**src/rtl/len5_mem_arbiter.sv**
```systemverilog
// len5_mem_arbiter
//   Arbitrates the fetch, load and store ports onto a single in-order memory
//   port and routes each memory response back to the requester that issued it.
//   A small outstanding-request FIFO records {source, addr[2], drop} for every
//   granted request. Responses are matched against the FIFO head. A fetch
//   flush marks fetch entries as drop, so their responses are consumed silently.
//
//   Ports
//     clk_i, rst_ni        clock (rising edge), asynchronous active-low reset
//     flush_i              discard in-flight fetch responses
//     instr_*              fetch request/grant and response (32-bit rdata)
//     load_*               load request/grant and response (XLEN rdata, tag)
//     store_*              store request/grant and response (tag only)
//     mem_*                memory-side request/grant and in-order response
//
//   Configuration
//     LEN5_ARB_RR_EN       defined: round-robin arbitration.
//                          undefined: fixed priority STORE > LOAD > INSTR.

package len5_mem_arbiter_pkg;
   typedef logic [3:0] except_code_t;

   typedef enum logic [1:0] {
      SRC_INSTR = 2'd0,
      SRC_LOAD  = 2'd1,
      SRC_STORE = 2'd2
   } src_e;

   typedef struct packed {
      src_e src;
      logic a2;
      logic drop;
   } outst_t;
endpackage

module len5_mem_arbiter
   import len5_mem_arbiter_pkg::*;
#(
   parameter int unsigned XLEN      = 64,
   parameter int unsigned TAG_W     = 4,
   parameter int unsigned MAX_OUTST = 4
) (
   input  logic               clk_i,
   input  logic               rst_ni,
   input  logic               flush_i,
   // fetch
   input  logic               instr_req_i,
   input  logic [XLEN-1:0]    instr_addr_i,
   output logic               instr_gnt_o,
   output logic               instr_rvalid_o,
   input  logic               instr_rready_i,
   output logic [31:0]        instr_rdata_o,
   output logic               instr_except_raised_o,
   output except_code_t       instr_except_code_o,
   // load
   input  logic               load_req_i,
   input  logic [XLEN-1:0]    load_addr_i,
   input  logic [7:0]         load_be_i,
   input  logic [TAG_W-1:0]   load_tag_i,
   output logic               load_gnt_o,
   output logic               load_rvalid_o,
   input  logic               load_rready_i,
   output logic [XLEN-1:0]    load_rdata_o,
   output logic [TAG_W-1:0]   load_tag_o,
   output logic               load_except_raised_o,
   output except_code_t       load_except_code_o,
   // store
   input  logic               store_req_i,
   input  logic [XLEN-1:0]    store_addr_i,
   input  logic [7:0]         store_be_i,
   input  logic [XLEN-1:0]    store_wdata_i,
   input  logic [TAG_W-1:0]   store_tag_i,
   output logic               store_gnt_o,
   output logic               store_rvalid_o,
   input  logic               store_rready_i,
   output logic [TAG_W-1:0]   store_tag_o,
   output logic               store_except_raised_o,
   output except_code_t       store_except_code_o,
   // memory
   output logic               mem_req_o,
   input  logic               mem_gnt_i,
   output logic               mem_we_o,
   output logic [XLEN-1:0]    mem_addr_o,
   output logic [7:0]         mem_be_o,
   output logic [XLEN-1:0]    mem_wdata_o,
   output logic [TAG_W-1:0]   mem_tag_o,
   input  logic               mem_rvalid_i,
   output logic               mem_rready_o,
   input  logic [XLEN-1:0]    mem_rdata_i,
   input  logic [TAG_W-1:0]   mem_tag_i,
   input  logic               mem_except_raised_i,
   input  except_code_t       mem_except_code_i
);

   localparam int unsigned    PTR_W    = $clog2(MAX_OUTST);
   localparam logic [PTR_W:0] FULL_CNT = (PTR_W+1)'(MAX_OUTST);

   outst_t           fifo_q [MAX_OUTST];
   outst_t           fifo_d [MAX_OUTST];
   logic [PTR_W-1:0] wr_ptr_q, wr_ptr_d;
   logic [PTR_W-1:0] rd_ptr_q, rd_ptr_d;
   logic [PTR_W:0]   cnt_q, cnt_d;
   logic             lock_q, lock_d;
   src_e             lock_src_q, lock_src_d;
`ifdef LEN5_ARB_RR_EN
   src_e             rr_q, rr_d;
`endif

   logic [2:0] req;
   logic       lock_eff;
   logic       fifo_full, fifo_empty;
   src_e       sel;
   logic       sel_req;
   logic       grant;
   outst_t     head;
   logic       head_drop;
   logic       resp_ok;
   logic       pop;

   // ---------------------------------------------------------------- select
   always_comb begin
      // a flushed fetch request never competes and drops any fetch lock
      req       = {store_req_i, load_req_i, instr_req_i & ~flush_i};
      lock_eff  = lock_q & ~(flush_i & (lock_src_q == SRC_INSTR));
      fifo_full  = (cnt_q == FULL_CNT);
      fifo_empty = (cnt_q == '0);

      sel = SRC_INSTR;
      if (lock_eff) begin
         sel = lock_src_q;
      end else begin
`ifdef LEN5_ARB_RR_EN
         // rr_q names the requester searched first
         case (rr_q)
            SRC_LOAD:  sel = req[1] ? SRC_LOAD  : req[2] ? SRC_STORE : req[0] ? SRC_INSTR : SRC_LOAD;
            SRC_STORE: sel = req[2] ? SRC_STORE : req[0] ? SRC_INSTR : req[1] ? SRC_LOAD  : SRC_STORE;
            default:   sel = req[0] ? SRC_INSTR : req[1] ? SRC_LOAD  : req[2] ? SRC_STORE : SRC_INSTR;
         endcase
`else
         sel = req[2] ? SRC_STORE : req[1] ? SRC_LOAD : SRC_INSTR;
`endif
      end

      case (sel)
         SRC_STORE: sel_req = req[2];
         SRC_LOAD:  sel_req = req[1];
         default:   sel_req = req[0];
      endcase

      mem_req_o   = rst_ni & sel_req & ~fifo_full;
      grant       = mem_req_o & mem_gnt_i;
      instr_gnt_o = grant & (sel == SRC_INSTR);
      load_gnt_o  = grant & (sel == SRC_LOAD);
      store_gnt_o = grant & (sel == SRC_STORE);
   end

   // --------------------------------------------------------- request fields
   always_comb begin
      mem_we_o    = 1'b0;
      mem_addr_o  = instr_addr_i;
      mem_be_o    = instr_addr_i[2] ? 8'hF0 : 8'h0F;
      mem_wdata_o = '0;
      mem_tag_o   = '0;
      case (sel)
         SRC_LOAD: begin
            mem_addr_o = load_addr_i;
            mem_be_o   = load_be_i;
            mem_tag_o  = load_tag_i;
         end
         SRC_STORE: begin
            mem_we_o    = 1'b1;
            mem_addr_o  = store_addr_i;
            mem_be_o    = store_be_i;
            mem_wdata_o = store_wdata_i;
            mem_tag_o   = store_tag_i;
         end
         default: ;
      endcase
   end

   // -------------------------------------------------------------- response
   always_comb begin
      head      = fifo_q[rd_ptr_q];
      // a flush in the same cycle already discards a fetch response at the head
      head_drop = head.drop | (flush_i & (head.src == SRC_INSTR));
      resp_ok   = rst_ni & ~fifo_empty;

      mem_rready_o = 1'b1;
      if (resp_ok && !head_drop) begin
         case (head.src)
            SRC_LOAD:  mem_rready_o = load_rready_i;
            SRC_STORE: mem_rready_o = store_rready_i;
            default:   mem_rready_o = instr_rready_i;
         endcase
      end

      instr_rvalid_o = resp_ok & mem_rvalid_i & ~head_drop & (head.src == SRC_INSTR);
      load_rvalid_o  = resp_ok & mem_rvalid_i & ~head_drop & (head.src == SRC_LOAD);
      store_rvalid_o = resp_ok & mem_rvalid_i & ~head_drop & (head.src == SRC_STORE);
      pop            = resp_ok & mem_rvalid_i & mem_rready_o;

      instr_rdata_o         = head.a2 ? mem_rdata_i[63:32] : mem_rdata_i[31:0];
      instr_except_raised_o = mem_except_raised_i;
      instr_except_code_o   = mem_except_code_i;
      load_rdata_o          = mem_rdata_i;
      load_tag_o            = mem_tag_i;
      load_except_raised_o  = mem_except_raised_i;
      load_except_code_o    = mem_except_code_i;
      store_tag_o           = mem_tag_i;
      store_except_raised_o = mem_except_raised_i;
      store_except_code_o   = mem_except_code_i;
   end

   // ------------------------------------------------------------ next state
   always_comb begin
      fifo_d   = fifo_q;
      wr_ptr_d = wr_ptr_q;
      rd_ptr_d = rd_ptr_q;
      cnt_d    = cnt_q;

      if (flush_i) begin
         for (int unsigned i = 0; i < MAX_OUTST; i++) begin
            if (fifo_d[i].src == SRC_INSTR) fifo_d[i].drop = 1'b1;
         end
      end
      if (grant) begin
         fifo_d[wr_ptr_q] = '{src:  sel,
                              a2:   (sel == SRC_INSTR) & instr_addr_i[2],
                              drop: (sel == SRC_INSTR) & flush_i};
         wr_ptr_d = wr_ptr_q + 1'b1;
      end
      if (pop) rd_ptr_d = rd_ptr_q + 1'b1;
      case ({grant, pop})
         2'b10:   cnt_d = cnt_q + 1'b1;
         2'b01:   cnt_d = cnt_q - 1'b1;
         default: cnt_d = cnt_q;
      endcase

      // while full nothing is granted, so the current selection is kept as is
      lock_d     = fifo_full ? lock_eff : (mem_req_o & ~mem_gnt_i);
      lock_src_d = lock_d ? sel : lock_src_q;

`ifdef LEN5_ARB_RR_EN
      rr_d = rr_q;
      if (grant) begin
         case (sel)
            SRC_INSTR: rr_d = SRC_LOAD;
            SRC_LOAD:  rr_d = SRC_STORE;
            default:   rr_d = SRC_INSTR;
         endcase
      end
`endif
   end

   always_ff @(posedge clk_i or negedge rst_ni) begin
      if (!rst_ni) begin
         for (int unsigned i = 0; i < MAX_OUTST; i++) fifo_q[i] <= '0;
         wr_ptr_q   <= '0;
         rd_ptr_q   <= '0;
         cnt_q      <= '0;
         lock_q     <= 1'b0;
         lock_src_q <= SRC_INSTR;
`ifdef LEN5_ARB_RR_EN
         rr_q       <= SRC_INSTR;
`endif
      end else begin
         fifo_q     <= fifo_d;
         wr_ptr_q   <= wr_ptr_d;
         rd_ptr_q   <= rd_ptr_d;
         cnt_q      <= cnt_d;
         lock_q     <= lock_d;
         lock_src_q <= lock_src_d;
`ifdef LEN5_ARB_RR_EN
         rr_q       <= rr_d;
`endif
      end
   end

endmodule

```
**config.mk**
```make
export PLATFORM = sky130hd
export DESIGN_NAME = len5_mem_arbiter
export DESIGN_NICKNAME = d
export VERILOG_FILES = /design/src/rtl/len5_mem_arbiter.sv
export SDC_FILE = /design/constraint.sdc
export NUM_CORES = 1
export LEC_CHECK = 0
export ABC_AREA = 1
export CAP_MARGIN = 20
export CELL_PAD_IN_SITES_DETAIL_PLACEMENT = 0
export CELL_PAD_IN_SITES_GLOBAL_PLACEMENT = 1
export CORE_AREA = 2 2 244 246
export DETAILED_ROUTE_END_ITERATION = 7
export DIE_AREA = 0 0 246 248
export MAX_ROUTING_LAYER = met4
export PLACE_DENSITY = 0.59
export SYNTH_ARGS = -nofsm -noshare
export SYNTH_HDL_FRONTEND = slang
export SYNTH_SLANG_ARGS = --single-unit
```
**constraint.sdc**
```tcl
create_clock -name clk_i -period 3.3 [get_ports clk_i]
set_input_delay 0.66 -clock clk_i [delete_from_list [all_inputs] [get_ports clk_i]]
set_output_delay 0.66 -clock clk_i [all_outputs]
set_load 0.005 [all_outputs]
```
==> impl_metrics.py <==
metrics = {
    "status": {
        "status": "finished clean",
    },
    "timing": {
        "period_needed_ns": 3.26,
        "holdWs_ns": 0.478,
        "final-max-slew-violation-count": 0,
        "clock-skew-final_ns": 0.00263,
        "rsz0062_at_grt": "yes",
        "hold_viol": 0,
        "setup_viol_count_final": 0,
        "maxSlewHeadroom": 0.737,
        "worst_pin_slew_ns": 0.394,
        "period_share": 0.988,
        "max_freq_mhz": 307,
    },
    "route": {
        "vias_per_cell": 3.51,
        "post_drt_wl_per_cell_um": 19.9,
        "drtAntennaViolNets": 0,
        "post-route-drc-count": 0,
        "routed_wl_um": 44600,
        "drt_pass1_iterations": 4,
        "drtIter0Drc": 299,
        "vias": 7847,
    },
    "worst_setup_path": {
        "reg2reg_slack_ns": 0.30,
        "crit_path_end_kind": "primary output",
        "worst-path-max-fanout": 12,
        "arrival_ns": 2.60,
        "path_class": "in2out",
        "critPathRequiredTime_ns": 2.64,
        "critPathLaunchType": "input pin",
    },
    "grt": {
        "overflow": 0,
        "grt_max_degree": 65,
        "met1_usage": 0.121,
        "met3_usage": 0.0314,
        "grt_pass1_vias": 7965,
        "grt-busiest-layer": "met2",
        "antenna_found_initial": 29,
        "grt_pass1_wl_um": 57300,
        "grtUsageMet2": 0.275,
        "gr-usage-all-layers": 0.139,
    },
    "clocking": {
        "cts_buffers": 3,
        "cts-root-buf": "clkbuf_16",
        "cts_max_level": 1,
        "cts_sinks": 26,
        "cts_tree": "yes",
        "clkTransAtPathRegs_ns": 0.07,
        "cts.path.max_buffers": 2,
        "clkLatencyLatePin_ns": 0.26,
    },
    "die": {
        "pin_count": 632,
        "start_util": 0.0814,
        "die_width_um": 246,
        "core_area_um2": 58500,
        "die_area_um2": 61000,
        "core.rowCount": 89,
        "die_h_um": 248,
    },
    "placed_design": {
        "port_buffers": 599,
        "dp.cells": 2187,
        "place.gp.congestion": 0.916,
        "post-dp-hpwl_um": 37900,
    },
    "synth": {
        "synthTopCellsByArea": "nand2_1, a21oi_1, buf_4",
        "netlist_instances": 887,
        "async_flop_share": 1.00,
        "ys_warn_count": 0,
        "yosys-top-cells-count": "nand2_1, a21oi_1, inv_1, buf_4, nor2_1",
        "yosys.area.top_type_share": 0.207,
        "synth_top_cell_by_area": "nand2_1",
        "synth_cell_types": 33,
        "synth_edf_count": 0,
        "yosysSeqAreaShare": 0.137,
        "synth_area_um2": 4760,
        "synth_ff_type": "dfrtp_1",
        "synthMostInstantiatedCell": "nand2_1",
        "syn_area_per_cell_um2": 5.37,
        "syn_nets": 1263,
        "ys_ff_latch": 26,
    },
    "run": {
        "maxCapViolations": 0,
    },
    "power_and_ir_drop": {
        "total_power_uw": 5830,
        "powerDensity_nw_per_um2": 477,
        "vdd.ir_drop.worst_v": 0.000297,
        "leakagePower_uw": 0.00567,
    },
    "cells_and_area": {
        "multiInputGateArea_um2": 2850,
        "area_growth_syn_to_layout_pct": 157,
        "fin_cells": 2237,
        "n_fill_cell": 6641,
        "fin_nets": 1827,
        "regArea_um2": 653,
        "drive_gt1_frac": 0.122,
    },
    "hold_path": {
        "min_path_type": "reg2reg",
    },
}
==> what timing repair did <==
item	4_1_cts	5_1_grt
pin swaps	9	12
gates resized for setup	170	37
hold buffers	0	0
endpoints found under the setup margin	145	74
setup buffers	18	5
gates cloned	9	1
==> placed cells by master (no fill, tap or decap), types with 3 or more instances in the layout <==
| master | Yosys | final |
|---|---|---|
| buf_2 | 24 | 5 |
| buf_6 | 2 | 6 |
| buf_16 | 0 | 7 |
| clkdlybuf4s15_2 | 0 | 4 |
| diode_2 | 0 | 14 |
| nor2_2 | 1 | 9 |
| a21oi_1 | 153 | 146 |
| clkbuf_16 | 0 | 4 |
| ha_1 | 11 | 8 |
| nand2_2 | 6 | 15 |
| nor2_4 | 1 | 3 |
| bufbuf_16 | 0 | 3 |
| buf_12 | 0 | 21 |
| a21oi_2 | 0 | 7 |
| o21ai_0 | 12 | 12 |
| o21ai_1 | 26 | 25 |
| dlymetal6s2s_1 | 0 | 7 |
| clkdlybuf4s15_1 | 0 | 8 |
| nand3_1 | 12 | 11 |
| inv_1 | 132 | 128 |
| nor2_1 | 82 | 72 |
| dlygate4sd2_1 | 0 | 85 |
| clkbuf_2 | 0 | 3 |
| clkdlybuf4s50_1 | 0 | 485 |
| nand2_1 | 263 | 254 |
| a21o_2 | 3 | 3 |
| inv_2 | 3 | 6 |
| buf_4 | 89 | 61 |
| dfrtp_1 | 26 | 24 |
==> worst paths after layout <==
kind	from	to	cells after the start
min in group asynchronous	rst_ni	cnt_q[0]	2
max	flush_i	mem_addr_o[34]	12
min	fifo_q[14]	fifo_q[14]	2
max in group asynchronous	rst_ni	rd_ptr_q[0]	3
min reg2reg	fifo_q[14]	fifo_q[14]	2
max reg2reg	lock_src_q[0]	cnt_q[2]	19
==> metal layers <==
metal  vias up  wire, um
li1       3791         -
met1      3525     14500
met2       457     24300
met3        74      3100
met4         0      2640
met5         -         0
==> kinds of logic (layout without fill, tap and decap cells) <==
| logic type | Yosys count | count (layout) | share of synthesized area |
|---|---|---|---|
| compound gates | 202 | 202 | 0.221 |
| xor+xnor | 3 | 3 | 0.00552 |
| fa+ha+maj | 12 | 12 | 0.0331 |
| buf+inv | 272 | 835 | 0.294 |
| flops | 26 | 26 | 0.137 |
| other cells | 0 | 14 | 0 |
| simple gates | 372 | 372 | 0.310 |
==> stage by stage <==
stage | instance area [um2] | worst slack [ns] | utilization | setup TNS [ns]
floorplan | 4760 | 0.107 | - | 0
global placement | 11600 | -0.656 | 0.198 | -59.79
detailed placement | 11600 | -0.591 | 0.198 | -57.02
CTS | 12100 | -0.00511 | 0.206 | -0.00511
global route | 12200 | -0.0243 | 0.209 | -0.0825
finish | 12200 | 0.0394 | 0.209 | 0
==> power breakdown <==
group	total (uW)	internal, uW	switching [uW]
sequential	563	449	114
clock	298	186	113
combinational	4970	2650	2320
total	5830	3280	2540
==> sequential cells by signal, summed over array words and instances, names as in the netlist <==
register	count
wr_ptr_q	2
lock_q	1
lock_src_q	2
fifo_q	16
cnt_q	3
rd_ptr_q	2
==> final cells by class <==
class	count	area share
diodes	14	0.00287
flip-flops and latches	26	0.0534
clock buffers	4	0.00727
well taps	773	0.0791
multi-input cells	589	0.233
inverters	135	0.0421
repair buffers	696	0.582
==> critical path, stage by stage <==
cell and delay [ns]:
clkdlybuf4s15_2 0.20, nand2_2 0.06, o21ai_2 0.16, nand3_2 0.10, nand2_2 0.08, inv_2 0.05, ha_4 0.30, buf_4 0.17
buf_16 0.14, a21oi_1 0.32, a21oi_1 0.11, clkdlybuf4s15_1 0.23
(Power assumes the default switching activity.)
